<file path="src/rtl/apb_onrdwr_regs.sv">
// apb_onrdwr_regs: APB4 register slave with per-register access side effects.
// Ports: clk/rst, s_apb_* APB4 slave, hw_set sticky-set in, reg_q/rd_pulse/wr_pulse out.
module apb_onrdwr_regs #(
   parameter int                  ADDR_WIDTH  = 6,
   parameter int                  N_REGS      = 8,
   parameter logic [3*N_REGS-1:0] MODES       = '0,
   parameter int                  WAIT_STATES = 0
) (
   input  logic                   clk,
   input  logic                   rst,
   input  logic                   s_apb_psel,
   input  logic                   s_apb_penable,
   input  logic                   s_apb_pwrite,
   input  logic [2:0]             s_apb_pprot,
   input  logic [ADDR_WIDTH-1:0]  s_apb_paddr,
   input  logic [31:0]            s_apb_pwdata,
   input  logic [3:0]             s_apb_pstrb,
   output logic                   s_apb_pready,
   output logic [31:0]            s_apb_prdata,
   output logic                   s_apb_pslverr,
   input  logic [32*N_REGS-1:0]   hw_set,
   output logic [32*N_REGS-1:0]   reg_q,
   output logic [N_REGS-1:0]      rd_pulse,
   output logic [N_REGS-1:0]      wr_pulse
);

   localparam int IW = ADDR_WIDTH - 2;

   logic [IW-1:0]               idx;
   logic                        in_range;
   logic                        access;
   logic                        done;
   logic                        rd_done;
   logic                        wr_done;
   logic [2:0]                  cnt;
   logic [N_REGS-1:0]           sel_dec;
   logic [N_REGS-1:0]           rd_hit;
   logic [N_REGS-1:0]           wr_hit;
   logic [N_REGS-1:0][31:0]     regs;
   logic [N_REGS-1:0][31:0]     regs_d;
   logic [N_REGS-1:0][31:0]     hw;
   logic [31:0]                 rd_val;
   logic                        unused_bits;

   assign unused_bits = ^{s_apb_pprot, s_apb_paddr[1:0]};

   assign idx      = s_apb_paddr[ADDR_WIDTH-1:2];
   assign in_range = (32'(idx) < 32'(N_REGS));
   assign access   = s_apb_psel & s_apb_penable;

   // Gated by rst so an abandoned transfer never completes during reset.
   assign s_apb_pready = ~rst & access & (cnt == 3'(WAIT_STATES));
   assign done         = s_apb_pready;
   assign rd_done      = done & ~s_apb_pwrite & in_range;
   assign wr_done      = done & s_apb_pwrite & in_range;

   assign hw    = hw_set;
   assign reg_q = regs;

   always_comb begin
      sel_dec = '0;
      for (int i = 0; i < N_REGS; i++) begin
         sel_dec[i] = (idx == IW'(i));
      end
   end

   assign rd_hit = sel_dec & {N_REGS{rd_done}};
   assign wr_hit = sel_dec & {N_REGS{wr_done}};

   always_comb begin
      rd_val = '0;
      for (int i = 0; i < N_REGS; i++) begin
         if (sel_dec[i]) rd_val = regs[i];
      end
   end

   assign s_apb_prdata  = rd_done ? rd_val : '0;
   assign s_apb_pslverr = done & ~in_range;

   // Software effect first, then hw_set ORed last so hardware wins.
   always_comb begin
      regs_d = regs;
      for (int i = 0; i < N_REGS; i++) begin
         if (wr_hit[i]) begin
            for (int b = 0; b < 4; b++) begin
               if (s_apb_pstrb[b]) begin
                  case (MODES[3*i +: 3])
                     3'd3:    regs_d[i][8*b +: 8] = regs[i][8*b +: 8] & ~s_apb_pwdata[8*b +: 8];
                     3'd4:    regs_d[i][8*b +: 8] = regs[i][8*b +: 8] | s_apb_pwdata[8*b +: 8];
                     default: regs_d[i][8*b +: 8] = s_apb_pwdata[8*b +: 8];
                  endcase
               end
            end
         end else if (rd_hit[i]) begin
            case (MODES[3*i +: 3])
               3'd1:    regs_d[i] = '0;
               3'd2:    regs_d[i] = '1;
               default: regs_d[i] = regs[i];
            endcase
         end
         regs_d[i] = regs_d[i] | hw[i];
      end
   end

   always_ff @(posedge clk or posedge rst) begin
      if (rst) begin
         cnt <= '0;
      end else if (~s_apb_psel | done) begin
         cnt <= '0;
      end else if (access) begin
         cnt <= cnt + 3'd1;
      end
   end

   always_ff @(posedge clk or posedge rst) begin
      if (rst) begin
         regs     <= '0;
         rd_pulse <= '0;
         wr_pulse <= '0;
      end else begin
         regs     <= regs_d;
         rd_pulse <= rd_hit;
         wr_pulse <= wr_hit;
      end
   end

endmodule
</file>
<file path="config.mk">
export PLATFORM = sky130hd
export DESIGN_NAME = apb_onrdwr_regs
export DESIGN_NICKNAME = d
export VERILOG_FILES = /design/src/rtl/apb_onrdwr_regs.sv
export SDC_FILE = /design/constraint.sdc
export NUM_CORES = 1
export LEC_CHECK = 0
export BUFFER_PORTS_ARGS = -buffer_cell sky130_fd_sc_hd__buf_2
export CORE_MARGIN = 4
export CORE_UTILIZATION = 28
export CTS_BUF_LIST = sky130_fd_sc_hd__clkbuf_16
export DETAILED_ROUTE_END_ITERATION = 8
export HOLD_SLACK_MARGIN = 0.12
export PLACE_DENSITY_LB_ADDON = 0.25
export SLEW_MARGIN = 40
export SYNTH_ARGS = -nofsm -noshare
export SYNTH_HDL_FRONTEND = slang
export SYNTH_SLANG_ARGS = --single-unit
</file>
<file path="constraint.sdc">
create_clock -name clk -period 11.9 [get_ports clk]
set_clock_uncertainty 0.15 [all_clocks]
set_input_delay 2.38 -clock clk [delete_from_list [all_inputs] [get_ports clk]]
set_output_delay 2.38 -clock clk [all_outputs]
set_load 0.02 [all_outputs]
</file>
## Word-level counts from Yosys, hierarchy flattened

Index checks and enable logic that the tools add are counted.

| operators by class | value |
|---|---|
| add/sub/neg operators | 1 |
| $lt $le $gt $ge | 1 |
| equality and inequality tests | 7 |
| muxes and demuxes | 51 |
| bitwise logic cells | 23 |
| reductions and logical operators | 3 |

Operators with widths:

| kind | number |
|---|---|
| $mux 32 | 17 |
| $mux 8 | 32 |
| $or 32x32->32 | 8 |
| $and 8x8->8 | 2 |
| $eq 4x3->1 const B | 4 |
| $and 1x1->1 | 8 |
| $eq 4x2->1 const B | 2 |
| $mux 3 | 2 |
| $eq 4x1->1 const B | 1 |
| $logic_not 4->1 | 1 |
| $lt 4x4->1 const B | 1 |
| $not 1->1 | 4 |
| $add 3x1->3 const B | 1 |
| $logic_not 3->1 | 1 |
| $reduce_bool 2->1 | 1 |
| $or 1x1->1 | 1 |

| word-level totals | value |
|---|---|
| register bits | 275 |
| input bits | 306 |
| output and inout bits | 306 |
| word-level logic and storage cells | 97 |

## Longest topological paths before layout

Gate-level depths: netlist (run 1).

| depth | value |
|---|---|
| depth in word-level cells | 10 |
| depth in mapped cells | 9 |
| depth with buffers taken out | 6 |

## Worst setup path before layout (run 1)

OpenSTA, ideal clock, no wires.

| timing | value |
|---|---|
| kind | input-to-reg |
| from | in rst |
| to | reg cnt[2] |
| library setup time | 0.127 ns |
| arrival | 8.702 ns |
| data required time | 11.623 ns |
| setup slack | 2.921 ns |
| stages on the path | 4 |
| buffers on the path | 0 |
| cells stage by stage | inv_1 a211oi_1 a21oi_1 nor2b_1 |

| on the way | value |
|---|---|
| word-level cells in the longest chain between the ends | 5 |
| elaborated cells on any way between the ends | 6 |
| classes of those cells | 1 x mux; 4 x bitwise; 1 x reduce/logical |

RTL lines:

| element | RTL line | RTL |
|---|---|---|
| from (decl) | 10 | `input logic rst,` |
| $not 1->1 * | 52 | `assign s_apb_pready = ~rst & access & (cnt == 3'(WAIT_STATES));` |
| $and 1x1->1 * (2 in series) | 52 |  |
| $or 1x1->1 * | 108 | `end else if (~s_apb_psel \| done) begin` |
| $mux 3 / $reduce_bool 2->1 (equally long branches) | n/a |  |
| to (signal assigned) | 111 | `cnt <= cnt + 3'd1;` |
| to (decl) | 35 | `logic [2:0] cnt;` |

Mark *: on every way between the ends. The rest lies on a longest branch, timed or not.
A chain may end at the register's enable or synchronous reset.

## Worst setup path in the final report (run 1)

| timing | value |
|---|---|
| from | in s_apb_paddr[2] |
| to | out s_apb_prdata[23] |

| on the way | value |
|---|---|
| word-level cells in the longest chain between the ends | 10 |
| elaborated cells on any way between the ends | 19 |
| classes of those cells | 1 x order compare; 7 x eq/ne; 9 x mux; 1 x bitwise; 1 x reduce/logical |

RTL lines:

| element | RTL line | RTL |
|---|---|---|
| from (decl) | 15 | `input logic [ADDR_WIDTH-1:0] s_apb_paddr,` |
| $logic_not 4->1 | 63 | `sel_dec[i] = (idx == IW'(i));` |
| $mux 32 (8 in series) | 73 | `if (sel_dec[i]) rd_val = regs[i];` |
| $mux 32 * | 77 | `assign s_apb_prdata = rd_done ? rd_val : '0;` |
| to (decl) | 19 | `output logic [31:0] s_apb_prdata,` |

Marked as above.

==> results of run 1 <==
## logic make-up (layout without fill, tap and decap cells)
| logic type | after synthesis | after routing | synth area share |
|---|---|---|---|
| and+or+nand+nor | 656 | 656 | 0.246 |
| buffers and inverters | 138 | 733 | 0.0555 |
| AOI/OAI and AO/OA | 459 | 459 | 0.198 |
| muxes | 34 | 34 | 0.0256 |
| other | 0 | 8 | 0 |
| DFF | 275 | 275 | 0.473 |
| adders and majority gates | 2 | 2 | 0.00172 |
## state kept, by name, indices dropped and copies added, names as in the netlist
signal / flops
rd_pulse: 8
reg_q: 256
wr_pulse: 8
cnt: 3
## metal layers
layer | part of all wire | wire length [um] | vias up | global-route usage
li1 | - | - | 6827 | -
met1 | 0.41 | 28100 | 7274 | 0.296
met2 | 0.49 | 33300 | 638 | 0.391
met3 | 0.067 | 4580 | 121 | 0.0484
met4 | 0.032 | 2210 | 6 | 0.0858
met5 | 0.00054 | 37 | - | 0
## layout make-up
class                   instances  area [um2]  area share
clock buffers                  37         926      0.0480
multi-input cells            1151        6910       0.358
diodes                          8        20.0     0.00104
clock inverters                21         116     0.00603
repair buffers                662        3530       0.183
flip-flops and latches        275        6880       0.357
well taps                     680         851      0.0441
inverters                      13        62.6     0.00324
## metrics by stage
step	cells	utilization	power (uW)
global placement	2753	0.349	1190
global route	2846	0.375	2250
floorplan	1564	-	1080
CTS	2838	0.374	2200
detailed placement	2780	0.354	1200
finish	2847	0.375	2170
## final timing paths
path,startpoint,end,depth (start not counted)
max,s_apb_paddr[2],s_apb_prdata[23],7
min,reg_q[199],reg_q[199],2
max reg2reg,cnt[0],reg_q[158],8
min reg2reg,reg_q[199],reg_q[199],2
max in group asynchronous,rst,reg_q[38],3
min in group asynchronous,rst,cnt[1],2
## report_power, final
part / total (uW) / switching [uW] / internal (uW)
Sequential: 937 / 0.748 / 936
Combinational: 241 / 163 / 78.1
Clock: 995 / 418 / 577
## worst register-to-register path, cell delays in order, from the launching register on
cell and delay, ns:
sky130_fd_sc_hd__dfrtp_1 0.38, sky130_fd_sc_hd__inv_1 0.09, sky130_fd_sc_hd__ha_1 0.18, sky130_fd_sc_hd__or3b_4 0.43
sky130_fd_sc_hd__buf_6 0.31, sky130_fd_sc_hd__nor4_4 0.80, sky130_fd_sc_hd__buf_4 0.30, sky130_fd_sc_hd__nor2_1 0.05
sky130_fd_sc_hd__a211o_1 0.25
## placed cells by master (no fill, tap or decap), types with 9 or more instances in the layout
cell,synthesis,routed
sky130_fd_sc_hd__buf_2,18,604
sky130_fd_sc_hd__o21ai_0,49,49
sky130_fd_sc_hd__nor4_4,32,32
sky130_fd_sc_hd__nand3_1,10,10
sky130_fd_sc_hd__nor2_1,291,288
sky130_fd_sc_hd__a21oi_1,234,234
sky130_fd_sc_hd__a21oi_2,50,50
sky130_fd_sc_hd__mux2_2,26,26
sky130_fd_sc_hd__nor3_1,254,253
sky130_fd_sc_hd__nor2b_1,25,24
sky130_fd_sc_hd__clkbuf_16,0,37
sky130_fd_sc_hd__nand2b_1,10,9
sky130_fd_sc_hd__dfrtp_1,275,275
sky130_fd_sc_hd__nand2_1,9,9
sky130_fd_sc_hd__a22oi_1,43,43
sky130_fd_sc_hd__a22o_1,21,21
sky130_fd_sc_hd__buf_4,5,48
sky130_fd_sc_hd__o221ai_1,26,26
sky130_fd_sc_hd__a221oi_1,9,9
sky130_fd_sc_hd__inv_1,12,20
==> out/summary.md, run 1 <==
The cell sitting at the root of the clock tree is a sky130_fd_sc_hd__clkbuf_16. The worst path in the final design needs a cycle of 7.73 ns, including I/O delays and setup. The number of hold buffers added after CTS was 0.

In this run the worst hold path is classified as reg2reg. For the initial antenna violation count, the log shows 10. The final worst-path cycle share was 0.649.

For this run, design rule violations remaining after detail routing come to 0. The count of state elements after synthesis is 275. The first detailed-routing pass took 6 iterations.

The run gives 85.0 uV as the maximum VDD drop. The overall fraction of global-route tracks in use is 0.233, and the quantity of I/O buffers inserted on ports is 606. The share of flip-flops with an asynchronous set or reset after synthesis was 1.00. H-tree depth: 2. The tools report the final antenna-violating net count as 0. The critical-path cell with the highest stage delay was sky130_fd_sc_hd__nand4b_1. For the distinct cell type count after synthesis, the log shows 49. The kind of cell with the highest combined delay on the critical path was buffers and inverters.

In the synthesized netlist the dominant register cell turns out to be sky130_fd_sc_hd__dfrtp_1. Walking the worst path, the cells encountered are buf_4 -> buf_4 -> nand4b_1 -> buf_4 -> o21ai_0 -> a221oi_1 -> buf_2. TritonCTS built the clock tree.

Cell repeated most along the worst path: sky130_fd_sc_hd__buf_4. Setup violations remaining at the end of the flow were counted as 0. In this run, synthesis inferred 0 flip-flops with an integrated enable. Dividing the detail-routed wire length by the instance count gives 23.9 um.

After synthesis, the cell types taking the most area are sky130_fd_sc_hd__dfrtp_1 (47%), sky130_fd_sc_hd__nor3_1 (8.7%), sky130_fd_sc_hd__a21oi_1 (8.1%), sky130_fd_sc_hd__nor2_1 (7.5%), sky130_fd_sc_hd__nor4_4 (4.7%). Before CTS, the worst setup slack after placement is 4.09 ns. During I/O placement, the number of pins put on the boundary was 612. The tools report the standard cell area after detailed placement as 18200 um2. Ranked by instance count, the synthesized netlist is headed by sky130_fd_sc_hd__nor2_1 (291), sky130_fd_sc_hd__dfrtp_1 (275), sky130_fd_sc_hd__nor3_1 (254). Setup slack on the worst reg-to-reg path comes out at 8.84 ns. The final hold violation count is 0, and the layout-stage area growth over the synthesis result is 32.7%. For this run, the number of Yosys warnings is 0. The headroom to the max-slew limit came out at 0.430. No sink is reached through more buffers than the 3 on the longest clock path. STA puts the critical path data arrival time at 5.20 ns. After detailed routing, the total wire length is 68200 um. After clock tree synthesis, the clock-pin slew on the worst setup and hold paths is 0.05 ns. The initialized floorplan defines 83 standard-cell rows. The worst setup path is captured at a primary output. The post-route cell area was 19300 um2.

After the first detailed-routing iteration, the DRC count stood at 1046. The tools report the placer congestion estimate as 0.861. The largest total area in the synthesized netlist belongs to sky130_fd_sc_hd__dfrtp_1. Setup repair after global routing left no endpoint under its margin. In this run the worst path has a maximum fanout of 42. The floorplan step defined a die boundary enclosing 55600 um2. The layout has 5320 filler cells. The die width was 236 um. The clock net in this run drives a total of 275 sinks. STA puts the critical path data required time at 9.37 ns. Setup total negative slack on the finished layout was measured at 0 ns.

For this run the aggregate overflow at the end of global routing stands at 0. For the pin with the worst max-slew slack, the measured transition is 0.854 ns. The tools report the via count of the first global-routing pass as 14600. In this run the static leakage power is 0.00728 uW. The max-cap violation count is 0, and the initial core utilization is 0.283. The final max-slew violation count came out at 0. The most frequent cell after synthesis was sky130_fd_sc_hd__nor2_1. The detailed-route vias per instance was 5.22. Buffers inserted during clock tree synthesis total 34.

Setup slack on the critical path of the routed design comes to 4.17 ns. In this run, post-CTS repair resized a total of 0 instances. Based on the critical path, the design can be clocked at up to 129 MHz. The tools report the sequential fraction of the synthesis area as 0.473. The share of Yosys cell area claimed by the top area cell type was 0.473. On the final layout, the worst hold slack is 0.399 ns.

Largest net degree at the start of global routing: 139. The total power divided by cell area came out at 113 nW/um2. In the synthesized netlist, the number of instances is 1564. Clock insertion delay at the later pin of the skew report: 0.52 ns.

The flow ran to the end, and the final reports show no timing, DRC or antenna violations. The layout cell share with drive strength beyond 1 came out at 0.384. The critical path is of the in2out type.

The logs give 2445 for the final net count and 97900 um for the first-pass GRT wire length. The tools report the critical path startpoint category as a primary input. In this run the post-CTS setup repair buffer count came out at 0. Summed instance area of the synthesized netlist: 14500 um2. Largest incremental delay on the critical path: 0.68 ns. Detailed placement finished with a half-perimeter wire length of 50300 um. Core region area: 51400 um2. The number of buffers and inverters on the critical path was 4. The via total after detailed routing is 14900, and the chip height is 236 um. Synthesis produced a netlist with a net count of 1872.

The mean instance size in the synthesized netlist works out to 9.30 um2.
Power figures use the tool's default switching activity.
==> inputs of run 2 (changes only) <==
Clock period 11.9 ns to 7.7 ns, I/O delays scaled along.
==> out/summary.md, run 2 (synthesized netlist as in run 1, its figures left out) <==
The routed design could run at a clock period as short as 5.89 ns. Measured along the y axis, the die boundary spans 236 um. Count of placed standard cells including taps: 2782. The overall fraction of global-route tracks in use is 0.231, and the post-route cell area is 19500 um2. The critical path goes through buf_4 -> buf_4 -> nand2b_2 -> o221ai_1 -> a22o_1 -> a21oi_1 -> buf_2. The total power divided by cell area works out to 180 nW/um2.

The first detailed-routing pass took 7 iterations. After detailed placement, the total cell area comes to 18200 um2. The net count of the finished layout is 2447. Cell internal power was estimated by the tool at 2600 uW. The final wirelength is 67600 um. The largest single stage delay on the critical path is 0.65 ns. The floorplan step defined a core boundary enclosing 51400 um2. The layout cell share with drive strength beyond 1 is 0.388. The flow ran to the end, and the final reports show no timing, DRC or antenna violations. The tools report the initial core utilization as 0.283.

The switching share of power came out at 0.258. The clock tree root buffer cell is sky130_fd_sc_hd__clkbuf_16. TritonCTS built the clock tree. Nature of the critical path endpoint: a primary output. The via total after detailed routing was 15000; the overall die area was 55600 um2.

Counting the buffers created by CTS gives 35. Kind of cell with the highest combined delay on the critical path: buffers and inverters. Once layout is complete, the cells apart from fillers number 2857.

The logs give 0 for the final hold violation count and 0 for the post-CTS repair timing setup buffer count. The number of buffers and inverters on the critical path is 3. The worst-path maximum fanout is 52. Counting stages on the worst path, the most repeated cell is sky130_fd_sc_hd__buf_4. 612 I/O pins were placed. The run gives 0.483 as the portion of total power attributed to the clock network.

The post-detailed-route DRC marker count is 0. The floorplan has 83 rows. The max-cap violation count was 0. Category of the most critical setup path: in2out. Setup repair after global routing left no endpoint under its margin. Dividing the detail-routed wire length by the instance count gives 23.7 um. The register with the most flip-flops in the layout has 256 of them. The H-tree was split into 2 levels.

The final max-slew violation count is 0. The tools report the final antenna-violating net count as 0. The tools report the first-pass GRT wire length as 97500 um.

Compared with the post-synthesis result, the final layout area differs by 33.8%. The later pin in the worst-skew pair is clocked with a latency of 0.52 ns. The post-cts hold buffer count came out at 0.

The worst setup path is launched from a primary input. For the worst setup path, the data required time is 6.01 ns. In this run the worst hold path is classified as reg2reg. Clock-pin slew was measured on the worst setup and hold paths at 0.05 ns.

The floorplan step set the die width to 236 um. The critical-path cell with the highest stage delay is sky130_fd_sc_hd__nand2b_2. The clock sink count is 275, and the detailed-route vias per instance is 5.25. In this run the power spent charging and discharging nets is 906 uW. The via count of the first global-routing pass was 14500; the final worst-path cycle share was 0.765. The total leakage power is 0.00734 uW, and the maximum VDD drop is 104 uV. Setup violations remaining at the end of the flow were counted as 0. In the layout the commonest cells are sky130_fd_sc_hd__buf_2 (604), sky130_fd_sc_hd__nor2_1 (289), sky130_fd_sc_hd__dfrtp_1 (275).

The run gives 0 as the number of cells upsized or downsized after cts. For the pin with the worst max-slew slack, the measured transition is 0.874 ns. The clock passes through at most 3 buffers. The initial antenna violation count was 12; the total grt overflow was 0.

Entering global routing, the biggest net connects 97 pins. The sequential group share of total power is 0.413, and the final sum of negative setup slack is 0 ns. Timing would allow up to 170 MHz. For this block, the initial DRC count from the detailed router was 1062.

The share of power burned in combinational logic is 0.105. The leading cell type in the layout, fill and taps excluded was sky130_fd_sc_hd__buf_2. The count of buffers added on input and output ports is 606. The share of the core filled with cells in the final layout was 0.378. Detailed placement finished with a half-perimeter wire length of 50500 um. The run gives 0.416 as the headroom to the max-slew limit.

The placer congestion estimate is 0.889, and the worst endpoint data arrival time is 4.20 ns.
## run 2: cell count changes in the layout (fill, tap and decap cells not counted), moves of 2 or more
cell / before / now
sky130_fd_sc_hd__buf_4: 48 / 50
sky130_fd_sc_hd__buf_12: 0 / 2
sky130_fd_sc_hd__diode_2: 8 / 13
sky130_fd_sc_hd__buf_6: 7 / 4
sky130_fd_sc_hd__clkinv_2: 4 / 8
sky130_fd_sc_hd__inv_1: 20 / 15
sky130_fd_sc_hd__nand2b_1: 9 / 7
sky130_fd_sc_hd__bufinv_16: 1 / 5
## run 2: metal layers
metal / global-route usage / vias up / part of all wire
li1: - / 6853 / -
met5: 0 / - / 0.00010
met3: 0.0450 / 123 / 0.079
met4: 0.0710 / 2 / 0.027
met1: 0.301 / 7285 / 0.41
met2: 0.389 / 725 / 0.49
## run 2: layout make-up
cell class,count,area (um2)
Multi-Input combinational cell,1151,6910
Fill cell,5250,32000
Timing Repair Buffer,663,3550
Inverter,13,52.6
Clock buffer,37,926
Antenna cell,13,32.5
Tap cell,680,851
Sequential cell,275,6880
Clock inverter,25,243
## run 2: worst paths after layout
path / start / endpoint / slack, ns / depth (start not counted)
min reg2reg: reg_q[14] / reg_q[14] / 0.40 / 2
min: reg_q[14] / reg_q[14] / 0.40 / 2
max in group asynchronous: rst / reg_q[232] / 5.04 / 4
min in group asynchronous: rst / reg_q[194] / 0.99 / 3
max: s_apb_paddr[4] / s_apb_prdata[7] / 1.81 / 7
max reg2reg: cnt[0] / reg_q[241] / 4.64 / 8
## run 2: power by group through the flow
stage / logic [uW] / registers, uW / clock network, uW
after CTS: 369 / 1450 / 1740
final: 367 / 1450 / 1690
after global placement: 359 / 1470 / 0
after detailed placement: 368 / 1470 / 0
after floorplan: 188 / 1480 / 0
after global routing: 401 / 1450 / 1800
## run 2: tightest hold or removal path: cells and delay by family, from the launching register on
family | cells | cell delay, ns
AO/OA/AOI/OAI | 1 | 0.08
flip-flops | 1 | 0.36
AND/OR/NAND/NOR | 1 | 0.07
## run 2: metrics by stage
stage | total power (uW) | setup WS (ns) | hold WS (ns)
floorplan | 1660 | 1.26 | 0.373
global placement | 1830 | 1.69 | 0.375
detailed placement | 1840 | 1.77 | 0.386
CTS | 3560 | 1.76 | 0.399
global route | 3640 | 1.68 | 0.427
finish | 3510 | 1.81 | 0.400
==> inputs of run 3 (changes only) <==
Clock period 7.7 ns to 5.6 ns, I/O delays scaled along.
==> out/summary.md, run 3 (synthesized netlist as in run 1, its figures left out) <==
The share of the core filled with cells in the final layout was 0.380; the internal cell power was 3540 uW. Sequential group share of total power: 0.414. The number of buffers and inverters on the critical path is 3. Setup violations remaining at the end of the flow were counted as 0. The floorplan step defined a die boundary enclosing 55600 um2.

The detailed-route vias per instance is 5.19. The final net count is 2462. The path class of the tightest hold or removal check is in2async.

At the pin with the least slew margin, the transition time is 0.749 ns. The clock period could shrink to 4.61 ns. Hold repair after CTS inserted 0 buffers. The run gives 83 as the number of placement rows.

Traced cell by cell, the critical path runs through buf_2 -> buf_4 -> or3_1 -> o221ai_1 -> a221oi_1 -> buf_2. In this run the remaining antenna-violating nets after routing total 0. The clock drives 275 sinks. Buffers inserted during clock tree synthesis total 35. Leaving out filler cells and counting taps, the final layout contains 2868.

Setup repair after global routing left no endpoint under its margin. The headroom to the max-slew limit is 0.500. The worst-path maximum fanout was 21.

In this design, the largest share of critical-path delay is due to buffers and inverters. Total grt overflow: 0. The layout cell share with drive strength beyond 1 is 0.391. The portion of total power attributed to the clock network was 0.479; the share of power burned in combinational logic was 0.107. In the layout the commonest cells are sky130_fd_sc_hd__buf_2 (604), sky130_fd_sc_hd__nor2_1 (289), sky130_fd_sc_hd__dfrtp_1 (275). The setup check on the worst reg-to-reg path leaves a slack of 2.71 ns.

Relative to the synthesized area, the layout overhead comes to 34.3%. The via total after detailed routing is 14900. The run finished with clean final reports.

The leading cell type in the layout, fill and taps excluded was sky130_fd_sc_hd__buf_2. For the initial antenna violation count, the log shows 7. For this design, the slowest cell found on the critical path is sky130_fd_sc_hd__or3_1. In this run, the number of DRC markers left after iteration 0 of detailed routing was 935. The clock transition at the register clock pins on the worst setup and hold paths after CTS came out at 0.05 ns. Critical path startpoint category: a primary input. The floorplan step defined a core boundary enclosing 51400 um2. The logs give 0.283 for the initial core utilization and 2794 for the count of placed standard cells including taps. The wire-length estimate of the detail-placed layout is 50800 um. The final worst-path cycle share is 0.822, and the first-pass GRT wire length is 97400 um. Power spread over the standard cell area amounts to 246 nW/um2. The number of ports placed on the die boundary was 612; the post-CTS repair timing setup buffer count was 0. The final wirelength is 67800 um. The max-cap violation count is 0, and the final hold violation count is 0.

STA puts the critical path data required time at 4.33 ns. Clock tree synthesis selected as its root buffer the cell sky130_fd_sc_hd__clkbuf_16. In this run the tool buffered the top-level ports with 606 buffer cells. The overall fraction of global-route tracks in use came out at 0.231. Across the VDD grid, the largest voltage drop is 185 uV.

The category of the most critical setup path was in2out. The floorplan step set the die width to 236 um. The chip height is 236 um, and the final-layout fill cell count is 5252. Clock latency on the worst-skew pair, taken at its later pin, is 0.53 ns.

At the end of routability-driven placement, the weighted congestion stood at 0.885. The via count of the first global-routing pass was 14600. The largest single stage delay on the critical path is 0.50 ns.

The switching share of power is 0.264, and the buffer depth of the longest clock path is 3. In this run the number of H-tree levels came out at 2. Data on the critical path arrives at its endpoint at 3.34 ns. The reg-to-reg critical path startpoint was cnt[0]. Across all hold checks on the routed design, the worst slack comes to 0.369 ns. The cell that appears most often on the critical path is sky130_fd_sc_hd__buf_2. After detailed routing, the number of remaining DRC violations is 0. The most critical setup path has its startpoint at s_apb_paddr[3].

The total power is 4810 uW, and the routed wire length per instance is 23.6 um. The run gives 5 as the number of iterations in the first detailed-routing pass. For the worst flop-to-flop path, the logic depth is 8. TritonCTS built the clock tree. In this run the static leakage power is 0.00741 uW. Once the clock tree was built, the resizer swapped 0 gates to a different size.

The worst setup path is captured at a primary output. In this run the number of cells on the critical path is 6. The tools report the terminus of the critical flop-to-flop path as reg_q[153]. The register with the most flip-flops in the layout has 256 of them.

The tools report the switching power total as 1270 uW. The final max-slew violation count was 0; the maximum clock frequency was 217 MHz. Entering global routing, the biggest net connects 138 pins.
-- run 3: metal layers --
metal,part of all wire,GRT usage,up-vias
met1,0.41,0.300,7243
met3,0.067,0.0417,115
met4,0.030,0.0794,0
met5,0,0,-
li1,-,-,6877
met2,0.49,0.391,662
-- run 3: final cells by class --
cell class / instances / area (um2) / share of cell area
diodes: 9 / 22.5 / 0.00115
clock buffers: 37 / 926 / 0.0474
clock inverters: 25 / 221 / 0.0113
inverters: 13 / 52.6 / 0.00269
multi-input cells: 1151 / 6900 / 0.353
flip-flops and latches: 275 / 6880 / 0.352
well taps: 680 / 851 / 0.0436
repair buffers: 678 / 3670 / 0.188
-- run 3: per-stage QoR --
step,TNS [ns],setup slack [ns],cell area [um2]
floorplan,-0.365,-0.365,14500
global placement,0,0.984,18100
detailed placement,0,0.963,18300
CTS,0,0.951,19400
global route,0,0.834,19500
finish,0,0.995,19500
-- run 3: worst reg2reg max path, delay by kind of cell, from the launching register on --
kind	cells	cell delay (ns)
AO/OA/AOI/OAI	1	0.11
adder cells (fa/ha/maj)	1	0.19
buffers and inverters	3	0.74
flip-flops	1	0.38
AND/OR/NAND/NOR	3	1.26
-- run 3: worst max path at each step --
stage	end	slack, ns
3_5_place_dp	s_apb_prdata[14]	0.96
6_report	s_apb_prdata[5]	0.99
3_3_place_gp	s_apb_prdata[7]	0.98
5_1_grt	s_apb_prdata[14]	0.83
2_1_floorplan	cnt[2]	-0.36
4_1_cts	s_apb_prdata[13]	0.95
-- run 3: power groups by stage --
stage	combinational (uW)	sequential, uW	clock (uW)
floorplan	258	2030	0
global placement	501	2030	0
detailed placement	510	2030	0
CTS	512	1990	2360
global route	561	1990	2440
finish	515	1990	2310
